$ cat src/rtl/pool_layer_pkg.sv
// Shared definitions for the pool layer: bus widths, DRAM base addresses,
// default map geometry, FSM state type and a counter-width helper.
package pool_layer_pkg;

    localparam int CNN_DATA_WIDTH = 32;
    localparam int CNN_ADDR_WIDTH = 18;

    // DRAM layout: conv output maps, then pooled output maps
    localparam int CONV_OUT_BASE  = 0;
    localparam int POOL_OUT_BASE  = 4096;

    // conv_layer output geometry consumed by the pool stage
    localparam int POOL_IN_W      = 24;
    localparam int POOL_IN_H      = 24;
    localparam int POOL_CH        = 6;

    typedef enum logic [2:0] {
        ST_IDLE,
        ST_RD,
        ST_WAIT,
        ST_WR,
        ST_DONE
    } pool_state_t;

    // Width of a counter that must hold 0..n-1 (at least one bit)
    function automatic int cnt_width(input int n);
        return (n <= 1) ? 1 : $clog2(n);
    endfunction

endpackage

$ cat src/rtl/pool_layer_addr_gen.sv
// Window/tap counters for the 2x2 stride-2 pool stage.
// Loop order: channel, output row, output column, tap 0..3.
// addr_in addresses the tap the counters will hold after this cycle's
// step/clear; addr_out addresses the window the counters hold now.
module pool_addr_gen
    import pool_layer_pkg::*;
#(
    parameter int ADDR_WIDTH = CNN_ADDR_WIDTH,
    parameter int IN_W       = POOL_IN_W,
    parameter int IN_H       = POOL_IN_H,
    parameter int CH         = POOL_CH,
    parameter int SRC_BASE   = CONV_OUT_BASE,
    parameter int DST_BASE   = POOL_OUT_BASE
) (
    input  logic                  clk,
    input  logic                  srstn,
    input  logic                  step,
    input  logic                  clear,
    output logic [ADDR_WIDTH-1:0] addr_in,
    output logic [ADDR_WIDTH-1:0] addr_out,
    output logic                  first_tap,
    output logic                  last_tap,
    output logic                  last_window
);

    localparam int OUT_W = IN_W / 2;
    localparam int OUT_H = IN_H / 2;
    localparam int CW    = cnt_width(CH);
    localparam int RW    = cnt_width(OUT_H);
    localparam int XW    = cnt_width(OUT_W);

    localparam logic [CW-1:0] CH_LAST = CW'(CH - 1);
    localparam logic [RW-1:0] R_LAST  = RW'(OUT_H - 1);
    localparam logic [XW-1:0] C_LAST  = XW'(OUT_W - 1);

    localparam logic [ADDR_WIDTH-1:0] SRC_A   = ADDR_WIDTH'(SRC_BASE);
    localparam logic [ADDR_WIDTH-1:0] DST_A   = ADDR_WIDTH'(DST_BASE);
    localparam logic [ADDR_WIDTH-1:0] MAP_IN  = ADDR_WIDTH'(IN_W * IN_H);
    localparam logic [ADDR_WIDTH-1:0] ROW_IN  = ADDR_WIDTH'(IN_W);
    localparam logic [ADDR_WIDTH-1:0] MAP_OUT = ADDR_WIDTH'(OUT_W * OUT_H);
    localparam logic [ADDR_WIDTH-1:0] ROW_OUT = ADDR_WIDTH'(OUT_W);

    logic [1:0]    k_q,  k_d;
    logic [XW-1:0] c_q,  c_d;
    logic [RW-1:0] r_q,  r_d;
    logic [CW-1:0] ch_q, ch_d;

    // Counter registers
    always_ff @(posedge clk or negedge srstn) begin
        if (!srstn) begin
            k_q  <= '0;
            c_q  <= '0;
            r_q  <= '0;
            ch_q <= '0;
        end else begin
            k_q  <= k_d;
            c_q  <= c_d;
            r_q  <= r_d;
            ch_q <= ch_d;
        end
    end

    // Nested tap -> column -> row -> channel advance, wrapping to zero at the end
    always_comb begin
        k_d  = k_q;
        c_d  = c_q;
        r_d  = r_q;
        ch_d = ch_q;
        if (clear) begin
            k_d  = '0;
            c_d  = '0;
            r_d  = '0;
            ch_d = '0;
        end else if (step) begin
            if (k_q != 2'd3) begin
                k_d = k_q + 2'd1;
            end else begin
                k_d = '0;
                if (c_q != C_LAST) begin
                    c_d = c_q + XW'(1);
                end else begin
                    c_d = '0;
                    if (r_q != R_LAST) begin
                        r_d = r_q + RW'(1);
                    end else begin
                        r_d  = '0;
                        ch_d = (ch_q != CH_LAST) ? ch_q + CW'(1) : '0;
                    end
                end
            end
        end
    end

    // Tap (y, x) = (2r + k[1], 2c + k[0]); all arithmetic wraps at ADDR_WIDTH
    always_comb begin
        addr_in  = SRC_A
                 + ADDR_WIDTH'(ch_d) * MAP_IN
                 + ADDR_WIDTH'({r_d, k_d[1]}) * ROW_IN
                 + ADDR_WIDTH'({c_d, k_d[0]});
        addr_out = DST_A
                 + ADDR_WIDTH'(ch_q) * MAP_OUT
                 + ADDR_WIDTH'(r_q) * ROW_OUT
                 + ADDR_WIDTH'(c_q);
    end

    // Position flags for the FSM
    always_comb begin
        first_tap   = (k_q == 2'd0);
        last_tap    = (k_q == 2'd3);
        last_window = (c_q == C_LAST) && (r_q == R_LAST) && (ch_q == CH_LAST);
    end

endmodule

$ cat src/rtl/pool_layer.sv
// 2x2 / stride-2 signed max-pool stage. Reads conv feature maps from DRAM
// one request at a time, folds each window to its signed maximum and writes
// the pooled maps back. All outputs are registered.
module pool_layer
    import pool_layer_pkg::*;
#(
    parameter int DATA_WIDTH = CNN_DATA_WIDTH,
    parameter int ADDR_WIDTH = CNN_ADDR_WIDTH,
    parameter int IN_W       = POOL_IN_W,
    parameter int IN_H       = POOL_IN_H,
    parameter int CH         = POOL_CH,
    parameter int SRC_BASE   = CONV_OUT_BASE,
    parameter int DST_BASE   = POOL_OUT_BASE
) (
    input  logic                  clk,
    input  logic                  srstn,
    input  logic                  enable,
    input  logic [DATA_WIDTH-1:0] data_in,
    input  logic                  valid,
    output logic [ADDR_WIDTH-1:0] addr_in,
    output logic                  dram_en_rd,
    output logic [ADDR_WIDTH-1:0] addr_out,
    output logic [DATA_WIDTH-1:0] data_out,
    output logic                  dram_en_wr,
    output logic                  busy,
    output logic                  done
);

    if ((IN_W % 2) != 0) begin : g_bad_in_w
        $error("pool_layer: IN_W must be even");
    end
    if ((IN_H % 2) != 0) begin : g_bad_in_h
        $error("pool_layer: IN_H must be even");
    end

    pool_state_t state_q, state_d;

    logic [DATA_WIDTH-1:0] max_q, max_d, fold;
    logic [ADDR_WIDTH-1:0] gen_addr_in, gen_addr_out;
    logic                  first_tap, last_tap, last_window;
    logic                  step, clear;

    logic [ADDR_WIDTH-1:0] addr_in_d, addr_out_d;
    logic [DATA_WIDTH-1:0] data_out_d;
    logic                  rd_d, wr_d, busy_d, done_d;

    // Counters step on every tap fold except the last; the window advance
    // happens in WR so addr_out and last_window still see the current window.
    always_comb begin
        clear = (state_q == ST_IDLE) && enable;
        step  = ((state_q == ST_WAIT) && valid && !last_tap) || (state_q == ST_WR);
    end

    pool_addr_gen #(
        .ADDR_WIDTH (ADDR_WIDTH),
        .IN_W       (IN_W),
        .IN_H       (IN_H),
        .CH         (CH),
        .SRC_BASE   (SRC_BASE),
        .DST_BASE   (DST_BASE)
    ) u_addr_gen (
        .clk         (clk),
        .srstn       (srstn),
        .step        (step),
        .clear       (clear),
        .addr_in     (gen_addr_in),
        .addr_out    (gen_addr_out),
        .first_tap   (first_tap),
        .last_tap    (last_tap),
        .last_window (last_window)
    );

    // State register
    always_ff @(posedge clk or negedge srstn) begin
        if (!srstn) begin
            state_q <= ST_IDLE;
        end else begin
            state_q <= state_d;
        end
    end

    // Next-state logic
    always_comb begin
        state_d = state_q;
        case (state_q)
            ST_IDLE: if (enable) state_d = ST_RD;
            ST_RD:   state_d = ST_WAIT;
            ST_WAIT: if (valid) state_d = last_tap ? ST_WR : ST_RD;
            ST_WR:   state_d = last_window ? ST_DONE : ST_RD;
            ST_DONE: state_d = ST_IDLE;
            default: state_d = ST_IDLE;
        endcase
    end

    // Max fold: tap 0 loads unconditionally, later taps replace only when strictly greater
    always_comb begin
        fold = max_q;
        if (first_tap || ($signed(data_in) > $signed(max_q))) begin
            fold = data_in;
        end
        max_d = max_q;
        if ((state_q == ST_WAIT) && valid) begin
            max_d = fold;
        end
    end

    // Output next values, decoded from the state being entered so they register in step with it
    always_comb begin
        rd_d       = (state_d == ST_RD);
        wr_d       = (state_d == ST_WR);
        busy_d     = (state_d == ST_RD) || (state_d == ST_WAIT) || (state_d == ST_WR);
        done_d     = (state_d == ST_DONE);
        addr_in_d  = (state_d == ST_RD) ? gen_addr_in  : addr_in;
        addr_out_d = (state_d == ST_WR) ? gen_addr_out : addr_out;
        data_out_d = (state_d == ST_WR) ? max_d        : data_out;
    end

    // Output and datapath registers
    always_ff @(posedge clk or negedge srstn) begin
        if (!srstn) begin
            max_q      <= '0;
            addr_in    <= '0;
            addr_out   <= '0;
            data_out   <= '0;
            dram_en_rd <= 1'b0;
            dram_en_wr <= 1'b0;
            busy       <= 1'b0;
            done       <= 1'b0;
        end else begin
            max_q      <= max_d;
            addr_in    <= addr_in_d;
            addr_out   <= addr_out_d;
            data_out   <= data_out_d;
            dram_en_rd <= rd_d;
            dram_en_wr <= wr_d;
            busy       <= busy_d;
            done       <= done_d;
        end
    end

endmodule

$ cat config.mk
export PLATFORM = sky130hd
export DESIGN_NAME = pool_layer
export DESIGN_NICKNAME = d
export VERILOG_FILES = /design/src/rtl/pool_layer_pkg.sv /design/src/rtl/pool_layer_addr_gen.sv /design/src/rtl/pool_layer.sv
export SDC_FILE = /design/constraint.sdc
export NUM_CORES = 1
export LEC_CHECK = 0
export BUFFER_PORTS_ARGS = -buffer_cell sky130_fd_sc_hd__buf_2
export CAP_MARGIN = 20
export CORE_ASPECT_RATIO = 0.9
export CORE_MARGIN = 4
export CORE_UTILIZATION = 38
export CTS_CLUSTER_SIZE = 14
export DETAILED_ROUTE_END_ITERATION = 10
export GPL_ROUTABILITY_DRIVEN = 0
export PLACE_DENSITY = 0.7
export SYNTH_ARGS = -nofsm -noshare
export SYNTH_HDL_FRONTEND = slang
export SYNTH_SLANG_ARGS = --single-unit
$ cat constraint.sdc
create_clock -name clk -period 7.3 [get_ports clk]
set_input_delay 0.73 -clock clk [delete_from_list [all_inputs] [get_ports clk]]
set_output_delay 0.73 -clock clk [all_outputs]
set_load 0.01 [all_outputs]
After elaboration in Yosys (flattened, before gate mapping)
Cells that the tools add are included.
{"block": "classes", "n_addsub": 9, "mul": 4, "magnitude_cmp": 1, "n_eq_ne": 15, "n_mux": 25, "n_reduce_logical": 12}
{"op": "two-way mux 32 bit", "n": 2}
{"op": "two-way mux 4 bit", "n": 9}
{"op": "> comparator 32 bit", "n": 1}
{"op": "two-way mux 3 bit", "n": 9}
{"op": "adder 18 x 4 -> 18 bit", "n": 1}
{"op": "adder 18 x 5 -> 18 bit", "n": 1}
{"op": "adder 18 x 8 -> 18 bit", "n": 1}
{"op": "adder 13 x 10 -> 14 bit", "n": 1}
{"op": "adder 13 x 11 -> 14 bit (first input constant)", "n": 1}
{"op": "multiplier 3 x 4 -> 7 bit (second input constant)", "n": 2}
{"op": "== test 3 x 2 -> 1 bit (second input constant)", "n": 4}
{"op": "case mux 3 bit (4 select lines)", "n": 1}
{"op": "adder 4 x 1 -> 4 bit (second input constant)", "n": 2}
{"op": "== test 4 bit (second input constant)", "n": 2}
{"op": "two-way mux 2 bit", "n": 4}
{"op": "inequality test 4 bit (second input constant)", "n": 2}
{"op": "multiplier 5 x 2 -> 7 bit (second input constant)", "n": 1}
{"op": "== test 3 x 1 -> 1 bit (second input constant)", "n": 2}
{"op": "== test 3 bit (second input constant)", "n": 2}
{"op": "multiplier 4 x 2 -> 6 bit (second input constant)", "n": 1}
{"op": "logical AND 1 bit", "n": 5}
{"op": "logical OR 1 bit", "n": 4}
{"op": "adder 3 x 1 -> 3 bit (second input constant)", "n": 1}
{"op": "logical NOT 3 bit", "n": 1}
{"op": "other kinds (6)", "n": 6}
{"block": "word_totals", "ff_bits": 120, "inputBits": 36, "output_inout_bits": 72, "wordCells": 79}

Longest topological paths before layout
Gate-level depths: netlist (run 1).
{"block": "logic_depth", "depth_word": 10, "mapped_depth": 22, "ltp_nobuf": 21}

Hierarchy
Synthesis (run 1) repeated with hierarchy kept, for this count alone.
{"block": "hier_totals", "hier_cells": 669, "hier_area_um2": 6855.3}
{"mod": "pool_layer", "n_inst": 1, "cells_each": 466, "area_per_inst_um2": 5057.4, "seq_area_each_um2": 2677.6}
{"mod": "pool_addr_gen", "n_inst": 1, "cells_each": 203, "area_per_inst_um2": 1798.0, "seq_area_each_um2": 325.3}

Worst setup path before layout (run 1)
No wires, ideal clock.
{"block": "synth_path", "path_type": "in2reg", "start": "input port enable", "end": "register addr_in[11]", "setup_time_ps": 124, "arrival_time_ps": 4022, "required_time_ps": 7176, "path_slack_ps": 3154, "path_stages": 16, "path_buffers": 0, "cell_sequence": "or4b_1 > nand2_1 > o22ai_1 > ha_1 > fa_1 > xor2_1 > ha_1 > inv_1 > fa_1 > xor2_1 > nor3b_1 > nand3_1 > a221o_1 > o21ai_1 > xnor2_1 > o21ai_1"}
{"block": "synth_via", "elab_chain_cells": 5, "word_cells_on_any_way": 12, "cone_classes": "add/sub: 2; mul: 2; eq/ne: 1; mux: 6; reduce/logical: 1"}
{"element": "start: declaration", "line_no": "pool_layer.sv:17", "rtl": "input logic enable,"}
{"element": "logical AND 1 bit", "line_no": "pool_layer.sv:50", "rtl": "clear = (state_q == ST_IDLE) && enable;"}
{"element": "two-way mux 4 bit", "line_no": "pool_layer_addr_gen.sv:69", "rtl": "if (clear) begin"}
{"element": "via u_addr_gen.r_d[0]", "line_no": "pool_layer_addr_gen.sv:45", "rtl": "logic [RW-1:0] r_q, r_d;"}
{"element": "multiplier 5 x 2 -> 7 bit", "line_no": "pool_layer_addr_gen.sv:98", "rtl": "+ ADDR_WIDTH'({r_d, k_d[1]}) * ROW_IN"}
{"element": "adder 13 x 10 -> 14 bit", "line_no": "pool_layer_addr_gen.sv:98"}
{"element": "adder 18 x 5 -> 18 bit", "line_no": "pool_layer_addr_gen.sv:99", "rtl": "+ ADDR_WIDTH'({c_d, k_d[0]});"}
{"element": "end signal: assignment", "line_no": "pool_layer.sv:131", "rtl": "addr_in <= addr_in_d;"}
{"element": "end: declaration", "line_no": "pool_layer.sv:20", "rtl": "output logic [ADDR_WIDTH-1:0] addr_in,"}
The timed path passes the listed nets, and every way through them passes these cells.
A chain may end at the register's enable or synchronous reset.

Worst setup path after layout (run 1)
{"block": "layout_path", "start": "register u_addr_gen.k_q[0]", "end": "register addr_in[11]"}
{"block": "layout_via", "elab_chain_cells": 9, "word_cells_on_any_way": 26, "cone_classes": "add/sub: 3; mul: 2; eq/ne: 3; mux: 15; reduce/logical: 3"}
{"element": "start: declaration", "line_no": "pool_layer_addr_gen.sv:43", "rtl": "logic [1:0] k_q, k_d;"}
{"element": "start signal: assignment", "line_no": "pool_layer_addr_gen.sv:56", "rtl": "k_q <= k_d;"}
{"element": "== test 2 bit", "line_no": "pool_layer_addr_gen.sv:109", "rtl": "last_tap = (k_q == 2'd3);"}
{"element": "logical NOT 1 bit", "line_no": "pool_layer.sv:51", "rtl": "step = ((state_q == ST_WAIT) && valid && !last_tap) || (state_q == ST_WR);"}
{"element": "logical AND 1 bit", "line_no": "pool_layer.sv:51"}
{"element": "logical OR 1 bit", "line_no": "pool_layer.sv:51"}
{"element": "two-way mux 4 bit *", "line_no": "pool_layer_addr_gen.sv:74", "rtl": "end else if (step) begin"}
{"element": "two-way mux 4 bit *", "line_no": "pool_layer_addr_gen.sv:69"}
{"element": "via u_addr_gen.r_d[1]", "line_no": "pool_layer_addr_gen.sv:45"}
{"element": "multiplier 5 x 2 -> 7 bit *", "line_no": "pool_layer_addr_gen.sv:98"}
{"element": "adder 13 x 10 -> 14 bit *", "line_no": "pool_layer_addr_gen.sv:98"}
{"element": "adder 18 x 5 -> 18 bit *", "line_no": "pool_layer_addr_gen.sv:99"}
The timed path passes the listed nets; every way through them passes the cells marked *.

==> results of run 1 <==
## synthesized netlist by cell type (2+ instances only)
cell type  count  share of area
nor2_1        18          0.011
xor2_1         7         0.0098
fa_1           5          0.016
o31ai_1       32          0.038
o21ai_1       34          0.027
ha_1          57           0.11
and3_1         2         0.0020
nand4_1        6         0.0060
nor3_1         5         0.0040
xnor2_1       15          0.021
nand3_1       41          0.033
nand2b_1       4         0.0040
mux2_2         4         0.0072
inv_1         48          0.029
nand2_1       61          0.037
a32oi_1       32          0.045
buf_4         17          0.020
o21bai_1       4         0.0048
a21o_1        14          0.017
nor2b_1        2         0.0020
dfrtp_1      110           0.44
o21ai_0       21          0.017
and4_1         2         0.0028
and2_1         4         0.0040
a211oi_1       2         0.0024
nand3b_1       3         0.0036
nor3b_1        2         0.0024
buf_2         16          0.013
a21oi_1       28          0.022
clkbuf_1       6         0.0036
or3_1          4         0.0040
or4b_1         2         0.0032
## report_power, final
group / internal, mW / total (mW) / switching [mW]
registers: 0.820 / 0.914 / 0.0945
clock network: 0.270 / 0.511 / 0.241
logic: 0.363 / 0.981 / 0.618
## layer usage
layer | part of all wire | track usage
met5 | 0 | 0
met4 | 0.0097 | 0.0377
met3 | 0.059 | 0.0407
met2 | 0.45 | 0.260
met1 | 0.48 | 0.235
## flip-flops by register name, summed over array words and instances (netlist names), 2 cells and up
signal and flops:
data_out 32, u_addr_gen.k_q 2, u_addr_gen.r_q 4, max_q 32
u_addr_gen.ch_q 3, state_q 3, addr_out 12, u_addr_gen.c_q 4
addr_in 14
## final timing paths
path | slack (ps) | cells past startpoint | start | to
setup / recovery | 2680 | 18 | u_addr_gen.k_q[0] | addr_in[11]
hold / removal | 340 | 1 | srstn | data_out[22]
setup reg to reg | 2680 | 18 | u_addr_gen.k_q[0] | addr_in[11]
hold reg to reg | 460 | 1 | addr_out[12] | addr_out[12]
max in group asynchronous | 5580 | 2 | srstn | done
min in group clk | 460 | 1 | addr_out[12] | addr_out[12]
## logic make-up (layout without fill, tap and decap cells)
kind of cell	count (synthesis)	count (layout)	share of synthesized area
muxes	7	7	0.0128
AOI/OAI and AO/OA	175	175	0.185
adders and majority gates	63	63	0.132
and+or+nand+nor	165	165	0.132
DFF	110	110	0.440
xor gates and xnor gates	22	22	0.0308
buffers and inverters	90	169	0.0674
other	1	10	0.000600
## area by class of cell
class / count / area, um^2 / share of cell area
clock buffers: 9 / 225 / 0.0314
clock inverters: 7 / 77.6 / 0.0108
inverters: 50 / 188 / 0.0262
multi-input cells: 442 / 3140 / 0.437
flip-flops and latches: 110 / 2750 / 0.384
well taps: 207 / 259 / 0.0361
repair buffers: 103 / 533 / 0.0743
## placed cells by master (no fill, tap or decap), types with 9 or more instances in the layout
master / count
dfrtp_1: 110
buf_2: 96
nand2_1: 60
ha_1: 57
inv_1: 48
nand3_1: 41
o21ai_1: 34
o31ai_1: 32
a32oi_1: 32
a21oi_1: 28
o21ai_0: 21
nor2_1: 18
xnor2_1: 15
a21o_1: 14
conb_1: 10
clkbuf_16: 9
==> metrics.md, run 1 <==
| Metric | Value |
|---|---|
| Async S/R FF share, synth | 1.00 |
| Post-CTS Setup Bufs | 0 |
| Initial antenna violation count | 0 |
| Yosys reg bits | 110 |
| Total negative slack | 0 ps |
| Die width | 143 um |
| CP top delay family | compound AO/OA/AOI/OAI gates |
| Setup crit start kind | flip-flop |
| Worst EP arrival | 4850 ps |
| Die area | 0.0186 mm^2 |
| Worst skew pair latency | 370 ps |
| CP max stage delay | 430 ps |
| P_leak | 3.53 nW |
| Filler Cell Count | 1550 |
| Core Util, Final | 0.445 |
| Starting DRT DRC Count | 284 |
| Gr ovfl total | 0 |
| Final ANT Viol Nets | 0 |
| Dpl ws | 2650 ps |
| Critical path buffers and inverters | 1 |
| Final wirelength | 14700 um |
| Hold Violations, Final | 0 |
| Final setup viols | 0 |
| Final WS setup | 2680 ps |
| CTS Buf Count | 9 |
| CP cell instances | ha_1, nand4b_1, nor2_1, nand3_1, a21oi_1, ha_1, a21o_1, a21oi_1, xor2_1, inv_1, fa_1, xor2_1, nor3b_1, nand3_1, a221o_1, o21ai_1, xnor2_1, o21ai_1 |
| First-pass GRT wire length | 24800 um |
| Die Height | 130 um |
| Synth Cell Area | 0.00625 mm^2 |
| Buffer depth of the longest clock path | 2 |
| Outcome | finished, final reports clean |
| Synth warnings | 0 |
| Final nets | 814 |
| Vias/cell | 5.32 |
| Synth Flop Type | dfrtp_1 |
| Crit-path max FO | 11 |
| Clock root buffer | clkbuf_16 |
| DRC | 0 |
| Post-CTS Hold Fix Bufs | 0 |
| Pwr/cell area | 336 mW/mm^2 |
| Worst-path clk slew | 80 ps |
| Largest net degree at the start of global routing | 82 |
| Fin. max-slew vios | 0 |
| H-tree depth | 3 |
| EDFF count, synth | 0 |
| Sequential area share after synthesis | 0.440 |
| Final period utilization | 0.633 |
| VDD IR-drop max | 0.170 mV |
| Number of global-route vias before repair | 4822 |
| Fraction of layout cells with a size suffix above 1 | 0.186 |
| Synth-to-Final Area Change | 14.6% |
| Max Cap Viol | 0 |
| Crit end category | flip-flop |
| Worst Max-Slew Pin Slew | 961 ps |
| # port buffers | 97 |
| RSZ-0062 raised after global routing | no |
| Mapped Cells | 633 |
| DR pass1 iterations | 4 |
| F_max | 217 MHz |
| Min cycle time layout | 4620 ps |
| Clock Sinks | 110 |
| Via Count | 4939 |
| Core area | 0.0161 mm^2 |
| Power, Total | 2.41 mW |
| Total track usage | 0.166 |
| Num rows | 44 |
| Max_slew headroom | 0.359 |
| Dpl cell area | 0.00687 mm^2 |
| DP Cell Count | 912 |
| CTS tree | built |
| Critical Path RT | 7540 ps |
| Skew final | 12.6 ps |
| CP max-delay cell | fa_1 |
| Non-filler instance count after layout | 928 |
| CP Class | reg2reg |
| Hold slack | 338 ps |
| Avg Synthesized Cell Area | 9.88 um^2 |
| Count of cell types in the netlist | 57 |
| Hold Crit Class | in2async |
| CTS resizes | 0 |
| DP HPWL | 10200 um |
| IO Count | 108 |
| Finished Cell Area | 0.00717 mm^2 |
| Starting Density | 0.388 |
| Wire length per cell | 15.9 um |
| Ant diodes | 0 |
Power figures use the tool's default switching activity.
==> inputs of run 2 (changes only) <==
Clock period 7.3 ns to 4.7 ns, I/O delays scaled along.
==> run 2 against run 1 <==
Clock-buffer cell count up 2. Critical path depth unchanged. First-iteration DRC count up 12%. Worst setup slack worse by 2300 ps. Via count down 0.51%. Final area up 0.33%. Combinational power up 57%. Non-clock buffer count up 5. Sequential cell count unchanged. Sequential share of layout area down 0.13 points. Worst hold slack worse by 88 ps. Largest cell class unchanged. Largest power group unchanged. Highest routed layer unchanged.
==> metrics.md, run 2 (same netlist as run 1, synthesis figures left out) <==
| Metric | Value |
|---|---|
| Hold Crit Class | in2async (unchanged) |
| Final WS setup | 377 ps (was 2680 ps) |
| Dpl ws | 359 ps (was 2650 ps) |
| RSZ-0062 raised after global routing | no (unchanged) |
| Critical Path RT | 4930 ps (was 7540 ps) |
| Gr ovfl total | 0 (unchanged) |
| Max Cap Viol | 0 (unchanged) |
| Fraction of layout cells with a size suffix above 1 | 0.190 (was 0.186) |
| Setup crit start kind | flip-flop (unchanged) |
| Largest net degree at the start of global routing | 75 (was 82) |
| Die area | 0.0186 mm^2 (unchanged) |
| Worst R2R Path Depth | 18 (unchanged) |
| Filler Cell Count | 1556 (was 1550) |
| Starting DRT DRC Count | 318 (was 284) |
| CP Class | reg2reg (unchanged) |
| Worst R2R End | addr_in[11] (unchanged) |
| Starting Density | 0.388 (unchanged) |
| DP HPWL | 10300 um (was 10200 um) |
| Die width | 143 um (unchanged) |
| First-pass GRT wire length | 24200 um (was 24800 um) |
| Worst EP arrival | 4550 ps (was 4850 ps) |
| H-tree depth | 3 (unchanged) |
| # port buffers | 97 (unchanged) |
| Max_slew headroom | 0.359 (about the same) |
| Power, Total | 3.66 mW (was 2.41 mW) |
| Final ANT Viol Nets | 0 (unchanged) |
| Area occupied by multi-input gates | 0.00315 mm^2 (was 0.00314 mm^2) |
| Top Registers | data_out (32), max_q (32), addr_in (14) (unchanged) |
| Worst Max-Slew Pin Slew | 961 ps (about the same) |
| Total track usage | 0.162 (was 0.166) |
| Core area | 0.0161 mm^2 (unchanged) |
| Num rows | 44 (unchanged) |
| Final setup viols | 0 (unchanged) |
| F_max | 231 MHz (was 217 MHz) |
| DR pass1 iterations | 4 (unchanged) |
| Crit-path max FO | 7 (was 11) |
| Pwr/cell area | 509 mW/mm^2 (was 336 mW/mm^2) |
| Clock root buffer | clkbuf_16 (unchanged) |
| Reg2reg setup slack | 380 ps (was 2680 ps) |
| Clock Sinks | 110 (unchanged) |
| Crit end category | flip-flop (unchanged) |
| DRC | 0 (unchanged) |
| Most common cell after layout, fill and taps aside | dfrtp_1 (unchanged) |
| Worst skew pair latency | 350 ps (was 370 ps) |
| P_leak | 3.54 nW (was 3.53 nW) |
| Most frequent cells in the layout | dfrtp_1, buf_2, nand2_1, ha_1, inv_1 (unchanged) |
| Vias/cell | 5.27 (was 5.32) |
| Worst-path clk slew | 70 ps (was 80 ps) |
| Final period utilization | 0.920 (was 0.633) |
| Ant diodes | 0 (unchanged) |
| Total negative slack | 0 ps (unchanged) |
| FF+latch area | 0.00275 mm^2 (unchanged) |
| VDD IR-drop max | 0.243 mV (was 0.170 mV) |
| Buffer depth of the longest clock path | 2 (unchanged) |
| Via Count | 4914 (was 4939) |
| Number of global-route vias before repair | 4801 (was 4822) |
| Synth-to-Final Area Change | 15.0% (was 14.6%) |
| Final wirelength | 14500 um (was 14700 um) |
| Initial antenna violation count | 0 (unchanged) |
| Non-filler instance count after layout | 932 (was 928) |
| Die Height | 130 um (unchanged) |
| CTS Buf Count | 9 (unchanged) |
| Wire length per cell | 15.5 um (was 15.9 um) |
| Reg2Reg Launch Point | state_q[2] (was u_addr_gen.k_q[0]) |
| Hold Violations, Final | 0 (unchanged) |
| Core Util, Final | 0.446 (was 0.445) |
| Skew final | 8.61 ps (was 12.6 ps) |
| DP Cell Count | 916 (was 912) |
| Outcome | finished, final reports clean (unchanged) |
| Final nets | 819 (was 814) |
| Fin. max-slew vios | 0 (unchanged) |
| Min cycle time layout | 4320 ps (was 4620 ps) |
| CTS tree | built (unchanged) |
| IO Count | 108 (unchanged) |
run 2: layer usage:
| metal | global-route usage | up-vias | share of wire |
|---|---|---|---|
| met4 | 0.0476 | 0 | 0.014 |
| met5 | 0 | - | 0 |
| met2 | 0.249 | 118 | 0.45 |
| li1 | - | 2440 | - |
| met1 | 0.231 | 2343 | 0.47 |
| met3 | 0.0352 | 13 | 0.060 |
run 2: how the worst max path moves through the flow:
stage	slack, ps	to	cells past startpoint	start
2_1_floorplan	660	addr_in[11]	19	u_addr_gen.k_q[0]
3_3_place_gp	480	addr_in[11]	18	u_addr_gen.c_q[0]
3_5_place_dp	360	addr_in[11]	18	u_addr_gen.c_q[0]
4_1_cts	320	addr_in[11]	18	u_addr_gen.c_q[0]
5_1_grt	5	addr_in[11]	20	u_addr_gen.c_q[0]
6_report	380	addr_in[11]	18	state_q[2]
run 2: area by class of cell:
class | instances | area share
inverters | 50 | 0.0261
clock buffers | 11 | 0.0323
repair buffers | 108 | 0.0810
well taps | 207 | 0.0360
multi-input cells | 442 | 0.437
clock inverters | 4 | 0.00452
flip-flops and latches | 110 | 0.383
run 2: critical path: stages (launching register included):
cell	delay [ps]
dfrtp_1	440
nand4bb_1	340
o21ai_0	360
nor2_1	70
a21oi_1	130
nor2_1	90
ha_1	260
fa_1	460
xor2_1	190
ha_1	190
inv_1	50
fa_1	400
xor2_1	200
nor3b_1	250
nand3_1	150
a221o_1	280
o21ai_1	150
xnor2_1	130
o21ai_1	70
run 2: timing repair:
item,in CTS,in global routing
buffers inserted,0,1
gates resized for setup,0,3
hold buffers,0,0
endpoints found under the setup margin,0,2
endpoints found under the hold margin,0,0
run 2: metrics by stage:
stage               hold WS [ps]  instance area [um^2]
floorplan                    174                  6290
global placement             448                  6910
detailed placement           451                  6910
CTS                          298                  7180
global route                 343                  7190
finish                       251                  7190
run 2: power by group:
part	switching, mW	internal [mW]	total (mW)	leakage [nW]
clock	0.348	0.362	0.710	0.128
sequential	0.144	1.27	1.42	1.42
combinational	0.959	0.577	1.54	1.99
total	1.45	2.21	3.66	3.54
